--- src/rtl/imem_loader_pkg.sv ---
// Shared definitions for the UART program loader: FSM states and frame constants.
package imem_loader_pkg;

   typedef enum logic [2:0] {
      S_WAIT_SYNC,
      S_CNT_LO,
      S_CNT_HI,
      S_DATA,
      S_CKSUM,
      S_DONE,
      S_ERROR
   } loader_state_t;

   localparam logic [7:0] SYNC_BYTE  = 8'hA5;
   localparam int         CNT_BYTES  = 2;
   localparam int         WORD_BYTES = 4;

endpackage

--- src/rtl/uart_rx_byte.sv ---
// 8N1 UART byte receiver: 2-flop synchronizer, mid-bit sampling, one-cycle
// ByteValid / FrameErr pulses. A new byte needs a genuine falling edge on RxD.
module uart_rx_byte #(
   parameter int CLKS_PER_BIT = 868
) (
   input  logic       Clk,
   input  logic       Rst,
   input  logic       RxD,
   output logic [7:0] Byte,
   output logic       ByteValid,
   output logic       FrameErr
);

   typedef enum logic [1:0] {RX_IDLE, RX_START, RX_DATA, RX_STOP} rx_state_t;

   localparam int             CW   = $clog2(CLKS_PER_BIT);
   localparam logic [CW-1:0]  HALF = CW'(CLKS_PER_BIT / 2 - 1);
   localparam logic [CW-1:0]  FULL = CW'(CLKS_PER_BIT - 1);

   logic [1:0]    r_sync;
   logic          r_rx_prev;
   rx_state_t     r_state;
   logic [CW-1:0] r_cnt;
   logic [2:0]    r_bit_idx;
   logic [7:0]    r_shift;
   logic          r_valid;
   logic          r_ferr;
   logic          w_rx;

   assign w_rx      = r_sync[1];
   assign Byte      = r_shift;
   assign ByteValid = r_valid;
   assign FrameErr  = r_ferr;

   always_ff @(posedge Clk or negedge Rst) begin
      if (!Rst) begin
         r_sync    <= 2'b11;
         r_rx_prev <= 1'b1;
         r_state   <= RX_IDLE;
         r_cnt     <= '0;
         r_bit_idx <= '0;
         r_shift   <= '0;
         r_valid   <= 1'b0;
         r_ferr    <= 1'b0;
      end else begin
         r_sync    <= {r_sync[0], RxD};
         r_rx_prev <= w_rx;
         r_valid   <= 1'b0;
         r_ferr    <= 1'b0;
         case (r_state)
            // Edge (not level) start keeps a stuck-low line from re-triggering.
            RX_IDLE: begin
               if (r_rx_prev && !w_rx) begin
                  r_state <= RX_START;
                  r_cnt   <= '0;
               end
            end
            RX_START: begin
               if (r_cnt == HALF) begin
                  r_cnt     <= '0;
                  r_bit_idx <= '0;
                  r_state   <= w_rx ? RX_IDLE : RX_DATA;
               end else begin
                  r_cnt <= r_cnt + 1'b1;
               end
            end
            RX_DATA: begin
               if (r_cnt == FULL) begin
                  r_cnt   <= '0;
                  r_shift <= {w_rx, r_shift[7:1]};
                  if (r_bit_idx == 3'd7) r_state <= RX_STOP;
                  else                   r_bit_idx <= r_bit_idx + 1'b1;
               end else begin
                  r_cnt <= r_cnt + 1'b1;
               end
            end
            RX_STOP: begin
               if (r_cnt == FULL) begin
                  r_cnt   <= '0;
                  r_state <= RX_IDLE;
                  r_valid <= w_rx;
                  r_ferr  <= !w_rx;
               end else begin
                  r_cnt <= r_cnt + 1'b1;
               end
            end
            default: r_state <= RX_IDLE;
         endcase
      end
   end

endmodule

--- src/rtl/imem_uart_loader.sv ---
// Boot loader: receives a framed image over UART and writes it into instruction
// memory, holding the CPU in reset until done. Macro LOADER_CHECKSUM_EN adds the checksum byte.
module imem_uart_loader
   import imem_loader_pkg::*;
#(
   parameter int CLKS_PER_BIT = 868,
   parameter int ADDR_WIDTH   = 10
) (
   input  logic                  Clk,
   input  logic                  Rst,
   input  logic                  RxD,
   output logic                  IM_WriteEnable,
   output logic [ADDR_WIDTH-1:0] IM_Address,
   output logic [31:0]           IM_WriteData,
   output logic                  CPU_Hold,
   output logic                  Done,
   output logic                  Error
);

   localparam logic [16:0] MAX_WORDS = 17'(1) << ADDR_WIDTH;
`ifdef LOADER_CHECKSUM_EN
   localparam loader_state_t S_TAIL = S_CKSUM;
`else
   localparam loader_state_t S_TAIL = S_DONE;
`endif

   logic [7:0]            w_byte;
   logic                  w_byte_valid;
   logic                  w_frame_err;
   logic [15:0]           w_count;
   logic                  w_in_frame;

   loader_state_t         r_state;
   logic                  r_we;
   logic [ADDR_WIDTH-1:0] r_addr;
   logic [31:0]           r_wdata;
   logic [7:0]            r_cnt_lo;
   logic [15:0]           r_words_left;
   logic [1:0]            r_byte_idx;
`ifdef LOADER_CHECKSUM_EN
   logic [7:0]            r_cksum;
`endif

   uart_rx_byte #(.CLKS_PER_BIT(CLKS_PER_BIT)) u_rx (
      .Clk       (Clk),
      .Rst       (Rst),
      .RxD       (RxD),
      .Byte      (w_byte),
      .ByteValid (w_byte_valid),
      .FrameErr  (w_frame_err)
   );

   assign w_count    = {w_byte, r_cnt_lo};
   assign w_in_frame = (r_state == S_CNT_LO) || (r_state == S_CNT_HI) ||
                       (r_state == S_DATA)   || (r_state == S_CKSUM);

   assign IM_WriteEnable = r_we;
   assign IM_Address     = r_addr;
   assign IM_WriteData   = r_wdata;
   assign CPU_Hold       = (r_state != S_DONE);
   assign Done           = (r_state == S_DONE);
   assign Error          = (r_state == S_ERROR);

   always_ff @(posedge Clk or negedge Rst) begin
      if (!Rst) begin
         r_state      <= S_WAIT_SYNC;
         r_we         <= 1'b0;
         r_addr       <= '0;
         r_wdata      <= '0;
         r_cnt_lo     <= '0;
         r_words_left <= '0;
         r_byte_idx   <= '0;
`ifdef LOADER_CHECKSUM_EN
         r_cksum      <= '0;
`endif
      end else begin
         r_we <= 1'b0;
         if (r_we) r_addr <= r_addr + 1'b1;
         if (w_frame_err && w_in_frame) begin
            r_state <= S_ERROR;
         end else if (w_byte_valid) begin
            case (r_state)
               S_WAIT_SYNC: if (w_byte == SYNC_BYTE) r_state <= S_CNT_LO;
               S_CNT_LO: begin
                  r_cnt_lo <= w_byte;
`ifdef LOADER_CHECKSUM_EN
                  r_cksum  <= w_byte;
`endif
                  r_state  <= S_CNT_HI;
               end
               S_CNT_HI: begin
`ifdef LOADER_CHECKSUM_EN
                  r_cksum      <= r_cksum ^ w_byte;
`endif
                  r_words_left <= w_count;
                  r_byte_idx   <= '0;
                  if ({1'b0, w_count} > MAX_WORDS) r_state <= S_ERROR;
                  else if (w_count == 16'd0)       r_state <= S_TAIL;
                  else                             r_state <= S_DATA;
               end
               // Bytes shift in from the top so byte k ends up in bits [8k+7:8k].
               S_DATA: begin
                  r_wdata    <= {w_byte, r_wdata[31:8]};
`ifdef LOADER_CHECKSUM_EN
                  r_cksum    <= r_cksum ^ w_byte;
`endif
                  r_byte_idx <= r_byte_idx + 1'b1;
                  if (r_byte_idx == 2'(WORD_BYTES - 1)) begin
                     r_we         <= 1'b1;
                     r_words_left <= r_words_left - 1'b1;
                     if (r_words_left == 16'd1) r_state <= S_TAIL;
                  end
               end
`ifdef LOADER_CHECKSUM_EN
               S_CKSUM: r_state <= (w_byte == r_cksum) ? S_DONE : S_ERROR;
`endif
               default: ;
            endcase
         end
      end
   end

endmodule
--- config.mk ---
export PLATFORM = sky130hd
export DESIGN_NAME = imem_uart_loader
export DESIGN_NICKNAME = d
export VERILOG_FILES = /design/src/rtl/imem_loader_pkg.sv /design/src/rtl/uart_rx_byte.sv /design/src/rtl/imem_uart_loader.sv
export SDC_FILE = /design/constraint.sdc
export NUM_CORES = 1
export LEC_CHECK = 0
export CELL_PAD_IN_SITES_DETAIL_PLACEMENT = 0
export CELL_PAD_IN_SITES_GLOBAL_PLACEMENT = 1
export CORE_MARGIN = 2
export CORE_UTILIZATION = 45
export DETAILED_ROUTE_END_ITERATION = 6
export GPL_ROUTABILITY_DRIVEN = 0
export PLACE_DENSITY = 0.76
export SLEW_MARGIN = 20
export SYNTH_ARGS = -nofsm -noshare
export SYNTH_HDL_FRONTEND = slang
export SYNTH_SLANG_ARGS = --single-unit
--- constraint.sdc ---
create_clock -name Clk -period 2.3 [get_ports Clk]
set_input_delay 0.23 -clock Clk [delete_from_list [all_inputs] [get_ports Clk]]
set_output_delay 0.23 -clock Clk [all_outputs]
set_load 0.05 [all_outputs]
==> results.txt, run 1 <==
Cell variety after synth: 53
crit path DAT: 2.47 ns
die area: 11,100 sq um
DR vias/cell: 5.58
1st-iter DRT viols: 148
GRT Residual Overflow: 0
share of layout cells above drive strength 1: 0.202
initial antenna violation count: 0
# setup viols final: 0
DP HPWL: 6960 um
worst-margin pin slew: 0.533 ns
minimum clock period: 2.21 ns
crit share post-route: 0.961
peak supply drop: 0.000465 V
met2 wire len: 4780 um
clk slew on worst S/H paths: 0.11 ns
Synth Warn #: 0
CTS Buf Count: 9
Syn Nets: 427
run status: completed
DR WL/cell: 15.5 um
Clock Power Share: 0.336
Rel. slew slack: 0.644
Die X: 105 um
fraction of registers with async set/reset: 1.00
dominant cell by count in the synthesized netlist: dfrtp_1
Routed WL: 9610 um
fin nets: 490
MaxCap Viol Count: 0
average cell area after synthesis: 11.1 sq um
vias in the first global route: 3,353
synth top area cells: dfrtp_1 (52%), mux2_2 (12%), o21ai_0 (3.6%), nand2_1 (2.5%), a21oi_1 (2.3%)
switching part of the total power: 0.278
max-slew violation count: 0
crit end category: register
drc violations: 0
Cell Pwr Density: 596 nW/um^2
Hold Path Class: primary input to register
Core Region: 10,100 sq um
FF+latch count, synth: 100
P_sw: 0.930 mW
area grow syn2layout: 21.1%
Crit Path Max Fanout: 8
startpoint types: register
I/O pin count: 49
RSZ-0062 raised after global routing: no
Ant. Diodes: 0
FMAX: 452 MHz
depth of the worst register-to-register path: 4
Pleak: 2.68 nW
top cell type's share of synthesized area: 0.524
top cells by instance count after synthesis: dfrtp_1 (97), mux2_2 (50), o21ai_0 (33)
combinational share of power: 0.092
EDFF count, synth: 0
Final TNS setup: 0 ns
wire length on met3: 309 um
Post-DP Area: 5370 sq um
largest net degree at the start of global routing: 48
final hold vios: 0
Post-DRT Antenna Nets: 0
highest metal used: met4
H-tree Lvls: 3
vias: 3,457
cell-internal power: 2.41 mW
cell area after layout: 5610 sq um
overall routing resource usage: 0.183
ys flop type: dfrtp_1
post-synthesis sequential area ratio: 0.541
Crit path required time: 2.56 ns
synthesized cell area: 4630 sq um
Die Height: 105 um
I/O Buffers: 48
WHS Path Cells: 1
Clock Sink Count: 100
worst-skew pair later-pin latency: 0.37 ns
DRT met1 WL: 4440 um
Reg power frac: 0.572
Cells after Synth: 416
first-pass GRT wire length: 16,400 um
post-synth top area cell: dfrtp_1
Max clock buf depth: 2
Starting Density: 0.457
row count: 37
CTS tree: done
WS Path Type: register to register
CTS root buffer: clkbuf_8
Layout Skew: 0.0113 ns
drt pass-1 iters: 4
-- cells in the final DEF (no fill, tap or decap), types with 6 or more instances in the layout --
cell / netlist / layout
xnor2_1: 8 / 8
nor4_1: 8 / 8
nand3_1: 15 / 15
inv_1: 13 / 12
mux2_2: 50 / 50
ha_1: 8 / 8
nor2_1: 18 / 18
clkdlybuf4s50_1: 0 / 45
nor3_1: 10 / 10
a21o_1: 6 / 6
o21ai_0: 33 / 33
a31oi_1: 8 / 8
nand2_1: 31 / 31
and3_1: 9 / 9
buf_4: 0 / 18
a21oi_1: 21 / 21
clkbuf_8: 0 / 9
or4_1: 6 / 6
dfrtp_1: 97 / 97
a22oi_1: 6 / 6
-- sequential cells by signal (all words and copies together) (netlist names), 3 cells and up, named ones only --
signal          flops
r_cnt_lo            8
u_rx.Byte           8
u_rx.r_cnt         10
u_rx.r_bit_idx      3
r_words_left       16
IM_Address         10
IM_WriteData       32
r_state             3
-- repair_timing --
action / 4_1_cts / 5_1_grt
pin swaps: 0 / 2
setup endpoints to repair: 1 / 10
gates resized for setup: 1 / 7
hold endpoints to repair: 32 / 0
setup buffers: 0 / 1
hold buffers: 1 / 0
-- power by group through the flow --
stage | registers (mW) | clock network, mW | logic [mW]
after floorplan | 1.94 | 0 | 0.166
after global placement | 1.94 | 0 | 0.296
after detailed placement | 1.94 | 0 | 0.306
after CTS | 1.91 | 1.16 | 0.308
after global routing | 1.93 | 1.23 | 0.362
final | 1.91 | 1.12 | 0.309
-- metal layers --
metal / vias up / global-route usage
met1: 1737 / 0.249
met3: 6 / 0.0216
met4: 0 / 0.0648
li1: 1646 / -
met5: - / 0
met2: 68 / 0.303
-- path summary, 6_finish.rpt --
kind,from,end,slack (ns)
worst min register to register,u_rx.r_sync[0],u_rx.r_sync[1],0.36
worst min-delay path,RxD,u_rx.r_sync[0],0.27
max in group asynchronous,Rst,u_rx.r_sync[0],1.23
worst max-delay path,u_rx.r_cnt[8],u_rx.Byte[4],0.09
worst max register to register,u_rx.r_cnt[8],u_rx.Byte[4],0.09
min in group asynchronous,Rst,IM_WriteData[1],0.35
-- stage by stage --
step / worst slack, ns / util / cells / total power [mW] / hold WS [ns]
after floorplan: 0.156 / - / 416 / 2.11 / -0.0656
after global placement: 0.102 / 0.529 / 602 / 2.24 / 0.219
after detailed placement: 0.0337 / 0.529 / 602 / 2.25 / 0.228
after CTS: 0.0190 / 0.550 / 619 / 3.37 / 0.272
after global routing: 0.0119 / 0.553 / 620 / 3.52 / 0.283
final: 0.0897 / 0.553 / 620 / 3.34 / 0.275
-- logic make-up after synthesis --
| logic type | count (synthesis) | share of synthesized area |
|---|---|---|
| mux | 52 | 0.126 |
| fa+ha+maj | 8 | 0.0216 |
| simple gates | 120 | 0.138 |
| compound gates | 97 | 0.131 |
| flops | 100 | 0.541 |
| xor+xnor | 10 | 0.0189 |
| buf+inv | 29 | 0.0238 |
-- critical path, cell delays in order, from the launching register on --
cell,delay (ns)
dfrtp_1,0.43
or3b_1,0.46
or3_4,0.46
nor2_2,0.37
mux2_2,0.39
-- layout make-up --
class | count | area, sq um
clock buffer | 9 | 124
clock inverter | 7 | 73.8
fill | 873 | 4530
inverter | 13 | 48.8
multi-input combinational | 287 | 2040
sequential | 100 | 2510
tap | 136 | 170
timing repair buffer | 68 | 648
(Power assumes the default switching activity.)
==> run 2: changes to the inputs <==
--- a/config.mk
+++ b/config.mk
@@ -8,10 +8,10 @@
 export CELL_PAD_IN_SITES_DETAIL_PLACEMENT = 0
 export CELL_PAD_IN_SITES_GLOBAL_PLACEMENT = 1
 export CORE_MARGIN = 2
-export CORE_UTILIZATION = 45
+export CORE_UTILIZATION = 30
 export DETAILED_ROUTE_END_ITERATION = 6
 export GPL_ROUTABILITY_DRIVEN = 0
-export PLACE_DENSITY = 0.76
+export PLACE_DENSITY = 0.54
 export SLEW_MARGIN = 20
 export SYNTH_ARGS = -nofsm -noshare
 export SYNTH_HDL_FRONTEND = slang
==> run 2 against run 1 <==
Setup slack better by 0.035 ns. Clock power is 53% higher. Critical endpoint is now u_rx.r_cnt[5]. Sequential share of layout area is 2.0 points lower. Highest routed layer unchanged. Hold slack better by 0.0038 ns. Non-clock buffer count is 6 higher. Clock-buffer cell count stayed put. Clock skew is 0.0030 ns lower.
==> results.txt, run 2 (synthesis results as in run 1) <==
Cell Pwr Density: 671 nW/um^2 (was 596 nW/um^2)
FF/Latch Area: 2510 sq um (unchanged)
worst-margin pin slew: 0.524 ns (was 0.533 ns)
CTS tree: done (unchanged)
family with the most delay on the worst path: compound AO/OA/AOI/OAI gates (was simple AND/OR/NAND/NOR gates)
worst path buffer plus inverter count: 1 (was 0)
first-pass GRT wire length: 18,800 um (was 16,400 um)
run status: completed (unchanged)
Clock Sink Count: 100 (unchanged)
Reg power frac: 0.486 (was 0.572)
Setup Buffers After CTS: 0 (unchanged)
WS Path Type: register to register (unchanged)
FMAX: 460 MHz (was 452 MHz)
Starting Density: 0.306 (was 0.457)
most frequent cells in the layout: dfrtp_1 (97), mux2_2 (50), clkdlybuf4s50_1 (45) (unchanged)
MaxCap Viol Count: 0 (unchanged)
grt peak-use layer: met2 (unchanged)
initial antenna violation count: 0 (unchanged)
most common cell after layout, fill and taps aside: dfrtp_1 (unchanged)
I/O Buffers: 48 (unchanged)
P_sw: 0.986 mW (was 0.930 mW)
share of layout cells above drive strength 1: 0.212 (was 0.202)
CTS Buf Count: 9 (unchanged)
Crit path required time: 2.54 ns (was 2.56 ns)
DR vias/cell: 5.13 (was 5.58)
clk slew on worst S/H paths: 0.07 ns (was 0.11 ns)
fin nets: 496 (was 490)
CP Cell Sequence: inv_2 > ha_1 > or4bb_4 > o31ai_4 > a21boi_4 > nor3_1 > a311o_1 (was or3b_1 > or3_4 > nor2_2 > mux2_2)
Crit Path Max Fanout: 4 (was 8)
die area: 16,400 sq um (was 11,100 sq um)
GRT Residual Overflow: 0 (unchanged)
Rel. slew slack: 0.649 (was 0.644)
area of the multi-input gates: 2040 sq um (about the same)
largest net degree at the start of global routing: 47 (was 48)
vias in the first global route: 3,565 (was 3,353)
max reg flops: 32 (unchanged)
final worst-path setup slack: 0.125 ns (was 0.0897 ns)
DP HPWL: 7780 um (was 6960 um)
Post-DRT Antenna Nets: 0 (unchanged)
Layout Skew: 0.00825 ns (was 0.0113 ns)
met2 GRT Util: 0.246 (was 0.303)
met3 Resource Use GR: 0.0234 (was 0.0216)
Ant. Diodes: 0 (unchanged)
cell-internal power: 2.95 mW (was 2.41 mW)
Max clock buf depth: 2 (unchanged)
peak supply drop: 0.000320 V (was 0.000465 V)
1st-iter DRT viols: 164 (was 148)
fin util: 0.387 (was 0.553)
crit share post-route: 0.946 (was 0.961)
Clock Power Share: 0.434 (was 0.336)
vias: 3,480 (was 3,457)
met1 usage: 0.184 (was 0.249)
row count: 45 (was 37)
DR WL/cell: 16.5 um (was 15.5 um)
drt pass-1 iters: 4 (unchanged)
overall routing resource usage: 0.146 (was 0.183)
area grow syn2layout: 26.6% (was 21.1%)
final hold vios: 0 (unchanged)
crit path DAT: 2.41 ns (was 2.47 ns)
CTS root buffer: clkbuf_16 (was clkbuf_8)
H-tree Lvls: 3 (unchanged)
switching part of the total power: 0.251 (was 0.278)
worst hold margin: 0.279 ns (was 0.275 ns)
RSZ-0062 raised after global routing: no (unchanged)
Hold Path Class: primary input to register (unchanged)
DP Worst Slack: -0.0383 ns (was 0.0337 ns)
crit path max-delay cell type: or4bb_4 (was or3b_1)
crit end category: register (unchanged)
max-slew violation count: 0 (unchanged)
worst-skew pair later-pin latency: 0.35 ns (was 0.37 ns)
Routed WL: 11,200 um (was 9610 um)
Pleak: 2.78 nW (was 2.68 nW)
minimum clock period: 2.18 ns (was 2.21 ns)
# setup viols final: 0 (unchanged)
startpoint types: register (unchanged)
combinational share of power: 0.080 (was 0.092)
Die Height: 128 um (was 105 um)
Core Region: 15,100 sq um (was 10,100 sq um)
drc violations: 0 (unchanged)
Die X: 128 um (was 105 um)
I/O pin count: 49 (unchanged)
Worst path max stage delay: 0.48 ns (was 0.46 ns)
Fillers: 1,451 (was 873)
-- run 2: timing repair --
action,4_1_cts,5_1_grt
resized for setup,2,8
pin swaps,0,3
setup endpoints to repair,2,16
hold buffers,1,0
hold endpoints to repair,24,0
cloned,0,0
-- run 2: area by class of cell --
type / count / share of cell area
clock buffers: 9 / 0.0384
clock inverters: 7 / 0.0183
inverters: 13 / 0.00832
multi-input cells: 287 / 0.348
flip-flops and latches: 100 / 0.427
well taps: 188 / 0.0401
repair buffers: 74 / 0.119
-- run 2: per-stage QoR --
stage | instance area [sq um] | cells | TNS (ns) | power, mW
4_1_cts | 5830 | 678 | 0 | 3.98
3_5_place_dp | 5480 | 661 | -0.0610 | 2.26
6_report | 5860 | 678 | 0 | 3.94
2_1_floorplan | 4630 | 416 | 0 | 2.11
5_1_grt | 5860 | 678 | 0 | 4.12
3_3_place_gp | 5480 | 661 | 0 | 2.25
-- run 2: path summary, 6_finish.rpt --
| kind | end | start | cells after the start | slack, ns |
|---|---|---|---|---|
| setup / recovery | u_rx.r_cnt[5] | u_rx.r_cnt[1] | 7 | 0.12 |
| hold / removal | u_rx.r_sync[0] | RxD | 1 | 0.28 |
| setup reg to reg | u_rx.r_cnt[5] | u_rx.r_cnt[1] | 7 | 0.12 |
| hold reg to reg | u_rx.r_sync[1] | u_rx.r_sync[0] | 0 | 0.36 |
| max in group asynchronous | r_words_left[3] | Rst | 3 | 1.23 |
| min in group asynchronous | IM_WriteData[1] | Rst | 2 | 0.34 |
-- run 2: power by group through the flow --
stage          Combinational [mW]  Sequential, mW  Clock [mW]
6_report                    0.315            1.91        1.71
5_1_grt                     0.369            1.93        1.83
4_1_cts                     0.314            1.91        1.76
3_5_place_dp                0.310            1.94           0
3_3_place_gp                0.305            1.95           0
2_1_floorplan               0.166            1.94           0
-- run 2: worst reg2reg max path, delay by kind of cell, from the launching register on --
kind	cells	cell delay (ns)
compound gates	3	0.92
fa+ha+maj	1	0.12
buf+inv	1	0.07
flops	1	0.41
simple gates	2	0.56
-- run 2: routing by layer --
metal,wire length [um],share of wire
met5,0,0
met4,290,0.026
met3,300,0.027
met1,5260,0.47
met2,5360,0.48
==> run 3: changes to the inputs <==
--- a/config.mk
+++ b/config.mk
@@ -12,7 +12,6 @@
 export DETAILED_ROUTE_END_ITERATION = 6
 export GPL_ROUTABILITY_DRIVEN = 0
 export PLACE_DENSITY = 0.54
-export SLEW_MARGIN = 20
 export SYNTH_ARGS = -nofsm -noshare
 export SYNTH_HDL_FRONTEND = slang
 export SYNTH_SLANG_ARGS = --single-unit
==> results of run 3 <==
No change in the layout: final DEF, timing and power equal those of run 2.
